File: src/rtl/ct_mat_cmplt_arb_if.sv
// Completion bundle between matrix execution units, the completion arbiter and the RTU.
// The slave side is the arbiter.
interface ct_mat_cmplt_arb_if #(
  parameter int NUM_CH = 3,
  parameter int IID_W  = 7
);
  logic                    rtu_yy_xx_flush;
  logic [NUM_CH-1:0]       ch_cmplt_vld;
  logic [NUM_CH*IID_W-1:0] ch_cmplt_iid;
  logic [NUM_CH-1:0]       ch_cmplt_rdy;
  logic                    mat_rtu_pipe8_cmplt;
  logic [IID_W-1:0]        mat_rtu_pipe8_iid;
  logic                    mat_cmplt_pend;
  logic                    mat_cmplt_ovf_err;

  modport master (
    output rtu_yy_xx_flush, ch_cmplt_vld, ch_cmplt_iid,
    input  ch_cmplt_rdy, mat_rtu_pipe8_cmplt, mat_rtu_pipe8_iid, mat_cmplt_pend,
           mat_cmplt_ovf_err
  );

  modport slave (
    input  rtu_yy_xx_flush, ch_cmplt_vld, ch_cmplt_iid,
    output ch_cmplt_rdy, mat_rtu_pipe8_cmplt, mat_rtu_pipe8_iid, mat_cmplt_pend,
           mat_cmplt_ovf_err
  );
endinterface

File: src/rtl/ct_mat_cmplt_arb.sv
// Matrix completion arbiter: per-channel completion FIFOs drained round-robin onto the single
// pipe8 RTU completion port, one IID per cycle, with flush and a sticky overflow error.
module ct_mat_cmplt_arb #(
  parameter int NUM_CH = 3,
  parameter int DEPTH  = 2,
  parameter int IID_W  = 7
) (
  input logic              forever_cpuclk,
  input logic              cpurst,
  ct_mat_cmplt_arb_if.slave io_bus
);
  localparam int PTR_W = (DEPTH > 1) ? $clog2(DEPTH) : 1;
  localparam int CNT_W = $clog2(DEPTH + 1);
  localparam int RR_W  = $clog2(NUM_CH);

  logic [IID_W-1:0] r_mem    [NUM_CH][DEPTH];
  logic [PTR_W-1:0] r_rd_ptr [NUM_CH];
  logic [PTR_W-1:0] r_wr_ptr [NUM_CH];
  logic [CNT_W-1:0] r_cnt    [NUM_CH];
  logic [RR_W-1:0]  r_rr_ptr;
  logic             r_cmplt;
  logic [IID_W-1:0] r_iid;
  logic             r_ovf;

  logic [NUM_CH-1:0] w_rdy;
  logic [NUM_CH-1:0] w_nonempty;
  logic [NUM_CH-1:0] w_push;
  logic [NUM_CH-1:0] w_pop;
  logic              w_drop;
  logic              w_flush;
  logic              w_gnt_vld;
  logic [RR_W-1:0]   w_gnt;
  logic [RR_W-1:0]   w_rr_nxt;
  logic [IID_W-1:0]  w_head;
  int                w_idx;

  function automatic logic [PTR_W-1:0] ptr_inc(input logic [PTR_W-1:0] p);
    return (int'(p) == DEPTH - 1) ? '0 : p + PTR_W'(1);
  endfunction

  assign w_flush = io_bus.rtu_yy_xx_flush;

  always_comb begin
    for (int k = 0; k < NUM_CH; k++) begin
      w_rdy[k]      = (r_cnt[k] != CNT_W'(DEPTH));
      w_nonempty[k] = (r_cnt[k] != '0);
    end
    w_push = io_bus.ch_cmplt_vld & w_rdy & {NUM_CH{~w_flush}};
    w_drop = |(io_bus.ch_cmplt_vld & ~w_rdy) & ~w_flush;
  end

  // Only entries registered at the start of the cycle compete; no push-to-grant bypass.
  always_comb begin
    w_gnt_vld = 1'b0;
    w_gnt     = '0;
    w_idx     = 0;
    for (int i = 0; i < NUM_CH; i++) begin
      w_idx = (int'(r_rr_ptr) + i) % NUM_CH;
      if (!w_gnt_vld && w_nonempty[w_idx]) begin
        w_gnt_vld = 1'b1;
        w_gnt     = RR_W'(w_idx);
      end
    end
  end

  always_comb begin
    w_pop  = '0;
    w_head = '0;
    for (int k = 0; k < NUM_CH; k++) begin
      if (w_gnt_vld && (w_gnt == RR_W'(k))) begin
        w_pop[k] = 1'b1;
        w_head   = r_mem[k][r_rd_ptr[k]];
      end
    end
    w_rr_nxt = (w_gnt == RR_W'(NUM_CH - 1)) ? '0 : w_gnt + RR_W'(1);
  end

  always_ff @(posedge forever_cpuclk or posedge cpurst) begin
    if (cpurst) begin
      for (int k = 0; k < NUM_CH; k++) begin
        r_rd_ptr[k] <= '0;
        r_wr_ptr[k] <= '0;
        r_cnt[k]    <= '0;
      end
      r_rr_ptr <= '0;
      r_cmplt  <= 1'b0;
      r_iid    <= '0;
      r_ovf    <= 1'b0;
    end else if (w_flush) begin
      for (int k = 0; k < NUM_CH; k++) begin
        r_rd_ptr[k] <= '0;
        r_wr_ptr[k] <= '0;
        r_cnt[k]    <= '0;
      end
      r_rr_ptr <= '0;
      r_cmplt  <= 1'b0;
      r_iid    <= '0;
    end else begin
      for (int k = 0; k < NUM_CH; k++) begin
        if (w_push[k]) r_wr_ptr[k] <= ptr_inc(r_wr_ptr[k]);
        if (w_pop[k])  r_rd_ptr[k] <= ptr_inc(r_rd_ptr[k]);
        if (w_push[k] && !w_pop[k]) begin
          r_cnt[k] <= r_cnt[k] + CNT_W'(1);
        end else if (!w_push[k] && w_pop[k]) begin
          r_cnt[k] <= r_cnt[k] - CNT_W'(1);
        end
      end
      if (w_gnt_vld) r_rr_ptr <= w_rr_nxt;
      r_cmplt <= w_gnt_vld;
      r_iid   <= w_gnt_vld ? w_head : '0;
      if (w_drop) r_ovf <= 1'b1;
    end
  end

  // Storage needs no reset: occupancy is tracked by the counts alone.
  always_ff @(posedge forever_cpuclk) begin
    for (int k = 0; k < NUM_CH; k++) begin
      if (w_push[k]) r_mem[k][r_wr_ptr[k]] <= io_bus.ch_cmplt_iid[k*IID_W +: IID_W];
    end
  end

  assign io_bus.ch_cmplt_rdy        = w_rdy;
  assign io_bus.mat_cmplt_pend      = |w_nonempty;
  assign io_bus.mat_rtu_pipe8_cmplt = r_cmplt;
  assign io_bus.mat_rtu_pipe8_iid   = r_iid;
  assign io_bus.mat_cmplt_ovf_err   = r_ovf;
endmodule

File: src/flat_wrapper.sv
// flat-port wrapper written by rule: the top's interface ports become plain ports
module ct_mat_cmplt_arb_flat 
#(
  parameter int NUM_CH = 3,
  parameter int DEPTH  = 2,
  parameter int IID_W  = 7
)
  (forever_cpuclk, cpurst, io_bus_rtu_yy_xx_flush, io_bus_ch_cmplt_vld, io_bus_ch_cmplt_iid, io_bus_ch_cmplt_rdy, io_bus_mat_rtu_pipe8_cmplt, io_bus_mat_rtu_pipe8_iid, io_bus_mat_cmplt_pend, io_bus_mat_cmplt_ovf_err);
  ct_mat_cmplt_arb_if #(.NUM_CH(NUM_CH), .IID_W(IID_W)) io_bus_i ();
  input logic forever_cpuclk;
  input logic cpurst;
  input wire logic [$bits(io_bus_i.rtu_yy_xx_flush)-1:0] io_bus_rtu_yy_xx_flush;
  input wire logic [$bits(io_bus_i.ch_cmplt_vld)-1:0] io_bus_ch_cmplt_vld;
  input wire logic [$bits(io_bus_i.ch_cmplt_iid)-1:0] io_bus_ch_cmplt_iid;
  output wire logic [$bits(io_bus_i.ch_cmplt_rdy)-1:0] io_bus_ch_cmplt_rdy;
  output wire logic [$bits(io_bus_i.mat_rtu_pipe8_cmplt)-1:0] io_bus_mat_rtu_pipe8_cmplt;
  output wire logic [$bits(io_bus_i.mat_rtu_pipe8_iid)-1:0] io_bus_mat_rtu_pipe8_iid;
  output wire logic [$bits(io_bus_i.mat_cmplt_pend)-1:0] io_bus_mat_cmplt_pend;
  output wire logic [$bits(io_bus_i.mat_cmplt_ovf_err)-1:0] io_bus_mat_cmplt_ovf_err;
  assign io_bus_i.rtu_yy_xx_flush = io_bus_rtu_yy_xx_flush;
  assign io_bus_i.ch_cmplt_vld = io_bus_ch_cmplt_vld;
  assign io_bus_i.ch_cmplt_iid = io_bus_ch_cmplt_iid;
  assign io_bus_ch_cmplt_rdy = io_bus_i.ch_cmplt_rdy;
  assign io_bus_mat_rtu_pipe8_cmplt = io_bus_i.mat_rtu_pipe8_cmplt;
  assign io_bus_mat_rtu_pipe8_iid = io_bus_i.mat_rtu_pipe8_iid;
  assign io_bus_mat_cmplt_pend = io_bus_i.mat_cmplt_pend;
  assign io_bus_mat_cmplt_ovf_err = io_bus_i.mat_cmplt_ovf_err;
  ct_mat_cmplt_arb #(.NUM_CH(NUM_CH), .DEPTH(DEPTH), .IID_W(IID_W)) u_core (.forever_cpuclk(forever_cpuclk), .cpurst(cpurst), .io_bus(io_bus_i));
endmodule
File: config.mk
export PLATFORM = sky130hd
export DESIGN_NAME = ct_mat_cmplt_arb_flat
export DESIGN_NICKNAME = d
export VERILOG_FILES = /design/src/rtl/ct_mat_cmplt_arb_if.sv /design/src/rtl/ct_mat_cmplt_arb.sv /design/src/flat_wrapper.sv
export SDC_FILE = /design/constraint.sdc
export NUM_CORES = 1
export LEC_CHECK = 0
export BUFFER_PORTS_ARGS = -buffer_cell sky130_fd_sc_hd__clkbuf_2
export CAP_MARGIN = 5
export CORE_ASPECT_RATIO = 0.9
export CORE_UTILIZATION = 52
export DETAILED_ROUTE_END_ITERATION = 8
export PLACE_DENSITY_LB_ADDON = 0.05
export SYNTH_ARGS = -nofsm -noshare
export SYNTH_HDL_FRONTEND = slang
export SYNTH_SLANG_ARGS = --single-unit
File: constraint.sdc
create_clock -name forever_cpuclk -period 1.94 [get_ports forever_cpuclk]
set_input_delay 0.388 -clock forever_cpuclk [delete_from_list [all_inputs] [get_ports forever_cpuclk]]
set_output_delay 0.388 -clock forever_cpuclk [all_outputs]
set_load 0.005 [all_outputs]
==> results.py <==
metrics = {
    "status": {
        "run_status": "complete, but fails checks",
        "failed_checks": "negative setup slack",
    },
    "critical_path": {
        "timing_worst_setup_path_type": "register to register",
        "critical_path.startpoint_type": "register",
        "crit_fanout": 9,
        "worst-endpoint-arrival_ps": 2270,
        "cp.buffers_inverters": 1,
        "cp_slowest_stage_delay_ps": 460,
        "required_ps": 2150,
        "crit_slowest_cell": "sky130_fd_sc_hd__dfrtp_2",
        "timing.critical_path.cells": "ha_4 > or4b_1 > a21o_1 > nor2_4 > buf_6 > o21a_1 > nor3_2",
        "end_kind": "register",
        "worst_path_dominant_cell_family": "simple AND/OR/NAND/NOR gates",
    },
    "routing": {
        "route.detailed.drc": 0,
        "detailroute.via_count": 2233,
        "final_antenna_net_count": 0,
        "drt-initial-drc-count": 146,
        "vias_per_cell": 5.70,
        "dr.pass1.iters": 4,
        "drt-wirelength-per-cell_um": 17.5,
        "totalWireLength_um": 6850,
    },
    "yosys": {
        "total_of_warnings_raised_by_yosys": 0,
        "ys_dominant_reg_cell": "sky130_fd_sc_hd__edfxtp_1",
        "synth-seq-cells": 65,
        "synth_edf_count": 42,
        "ys_async_sr_fraction": 0.354,
        "yosysTopAreaCellShare": 0.407,
        "syn-cell-area_um2": 3100,
        "synthesis.instances": 245,
        "synthesis.area_per_instance_um2": 12.6,
        "ys_types": 53,
        "synth_fp_nets": 276,
        "yosysSeqAreaShare": 0.593,
        "netlist_top_cells_area": "sky130_fd_sc_hd__edfxtp_1 (41%), sky130_fd_sc_hd__dfrtp_1 (19%), sky130_fd_sc_hd__mux2_2 (7.6%)",
        "post-synth-top-area-cell": "sky130_fd_sc_hd__edfxtp_1",
    },
    "power_and_ir_drop": {
        "p_total_uw": 6110,
        "power-per-cell-area_nw_per_um2": 1550,
        "power.clock.fraction": 0.204,
        "peak_supply_drop_mv": 0.876,
        "internal_power_uw": 3880,
        "combinationalPowerShare": 0.481,
        "switching_power_summed_over_all_nets_uw": 2230,
        "total_leakage_power_uw": 0.00157,
        "power.share.switching": 0.365,
        "power_frac_seq": 0.315,
    },
    "floorplan": {
        "die-area_um2": 6270,
        "design.core.area_um2": 5730,
        "die_w_um": 83.3,
        "placementRows": 26,
        "die_h_um": 75.2,
        "initial_utilization": 0.541,
        "ioPinCount": 40,
    },
    "timing": {
        "rsz_0062_raised_after_global_routing": "yes",
        "report.final.hold_viol_count": 0,
        "timing_limited_maximum_frequency_mhz": 486,
        "final-max-slew-violation-count": 0,
        "slew-limit-headroom": 0.643,
        "worst_slew_pin_tran_ps": 535,
        "min_period_over_period": 1.06,
        "skew_ps": 7.41,
        "finalCriticalPeriod_ps": 2060,
        "finalWorstSetupSlack_ps": -119,
        "timing.final.setup_violations": 16,
    },
    "clock_tree": {
        "postCtsHoldBufs": 0,
        "clock_tree.buffer_depth": 2,
        "cts_htree_levels": 3,
        "clkSinkCount": 65,
        "root_buffer": "sky130_fd_sc_hd__clkbuf_8",
        "tritoncts": "done",
        "numCtsBuffers": 9,
        "cts.clk_slew.worst_paths_ps": 70,
        "clkLatencyLatePin_ps": 350,
    },
    "run": {
        "max-cap-violations": 0,
    },
    "final_layout": {
        "layout-area-overhead-vs-synth_pct": 27.0,
        "n_fill_cell": 429,
        "num-nets-final": 348,
        "mostFrequentLayoutCell": "sky130_fd_sc_hd__edfxtp_1",
        "utilization": 0.687,
        "layout_common_cells": "sky130_fd_sc_hd__edfxtp_1 (42), sky130_fd_sc_hd__clkbuf_2 (39), sky130_fd_sc_hd__buf_4 (33), sky130_fd_sc_hd__dfrtp_1 (22), sky130_fd_sc_hd__mux2_2 (21)",
        "final_layout_size_suffix_gt1_frac": 0.447,
        "antenna_cells": 0,
    },
    "place": {
        "buffer_ports.inserted": 39,
        "gp_congestion": 0.795,
        "hpwl_um": 4620,
    },
    "grt": {
        "grt_pass1_wl_um": 10600,
        "initial_antenna_violation_count": 0,
        "gr-usage-all-layers": 0.234,
        "first_global_vias": 2108,
        "total_congestion_overflow_after_global_routing": 0,
        "pin_count_of_the_biggest_net_entering_global_routing": 24,
    },
    "min_path": {
        "hold_class": "input pin to asynchronous set/reset pin",
    },
}
==> layout make-up <==
cell class	instances	area, µm²	area share
repair buffers	78	504	0.128
flip-flops and latches	65	1840	0.467
multi-input cells	157	1260	0.321
inverters	6	25.0	0.00636
well taps	70	87.6	0.0223
clock inverters	7	93.8	0.0239
clock buffers	9	124	0.0315
==> Yosys cell counts, types with 5 or more instances <==
cell type and count:
sky130_fd_sc_hd__clkbuf_1 5, sky130_fd_sc_hd__nor3_1 7, sky130_fd_sc_hd__edfxtp_1 42, sky130_fd_sc_hd__mux2_2 21, sky130_fd_sc_hd__nor2_1 11, sky130_fd_sc_hd__nand3b_1 5
sky130_fd_sc_hd__nor3b_1 5, sky130_fd_sc_hd__a21oi_1 7, sky130_fd_sc_hd__o21ai_0 13, sky130_fd_sc_hd__xor2_1 6, sky130_fd_sc_hd__a31oi_1 7, sky130_fd_sc_hd__inv_1 6
sky130_fd_sc_hd__nand3_1 10, sky130_fd_sc_hd__nand2b_1 6, sky130_fd_sc_hd__dfrtp_1 23
==> power by group through the flow <==
stage / registers, µW / logic (µW) / clock network (µW)
after global placement: 1940 / 2480 / 0
after detailed placement: 1940 / 2530 / 0
after CTS: 1920 / 2860 / 1270
after global routing: 1960 / 3170 / 1320
after floorplan: 1860 / 1870 / 0
final: 1920 / 2930 / 1250
==> kinds of logic after synthesis <==
family	after synthesis	synth area share
simple gates	68	0.127
flops	65	0.593
compound gates	55	0.118
buf+inv	23	0.0432
mux	23	0.0828
xor+xnor	7	0.0198
fa+ha+maj	4	0.0162
==> per-layer routing <==
| layer | global-route usage | vias to the layer above | routed length [µm] |
|---|---|---|---|
| met1 | 0.285 | 1097 | 3040 |
| met2 | 0.408 | 57 | 3410 |
| met5 | 0 | - | 0 |
| li1 | - | 1072 | - |
| met3 | 0.0713 | 7 | 303 |
| met4 | 0.0785 | 0 | 90 |
==> registers in the layout (all words and copies together) (netlist names) <==
name                               flops
u_core.io_bus.mat_rtu_pipe8_iid        7
u_core.io_bus.mat_rtu_pipe8_cmplt      1
u_core.r_rd_ptr                        3
u_core.r_rr_ptr                        2
u_core.r_wr_ptr                        3
u_core.io_bus.mat_cmplt_ovf_err        1
u_core.r_mem                          42
u_core.r_cnt                           6
==> timing repair <==
action                     4_1_cts  5_1_grt
setup buffers                    4        0
resized for setup               37        3
pin swaps                       18        0
gates cloned                     1        0
setup endpoints to repair       16       16
==> through the flow <==
stage          hold slack [ps]  TNS [ps]  instances  area, µm²  setup WS, ps
5_1_grt                   80.1     -2810        392       3930          -219
3_5_place_dp               440     -2630        371       3540          -236
4_1_cts                   67.0      -988        392       3920         -91.2
2_1_floorplan              390      -979        245       3130         -94.0
3_3_place_gp               437     -2130        371       3540          -190
6_report                  63.5     -1390        392       3930          -119
==> path summary, 6_finish.rpt <==
kind,from,to,slack [ps],cells after the start
max,u_core.r_rr_ptr[1],u_core.r_rd_ptr[1],-120,7
min,cpurst,u_core.r_wr_ptr[0],60,3
max reg2reg,u_core.r_rr_ptr[1],u_core.r_rd_ptr[1],-120,7
min reg2reg,u_core.io_bus.mat_cmplt_ovf_err,u_core.io_bus.mat_cmplt_ovf_err,490,1
max in group asynchronous,cpurst,u_core.r_rr_ptr[1],1610,3
min in group forever_cpuclk,io_bus_ch_cmplt_iid[0],u_core.r_mem[0][7],230,1
==> worst register-to-register path, delay by kind of cell, from the launching register on <==
kind | cells | cell delay (ps)
AOI/OAI and AO/OA | 2 | 360
adders and majority gates | 1 | 330
buffers and inverters | 1 | 160
DFF | 1 | 460
and+or+nand+nor | 3 | 630
Power figures use the tool's default switching activity.
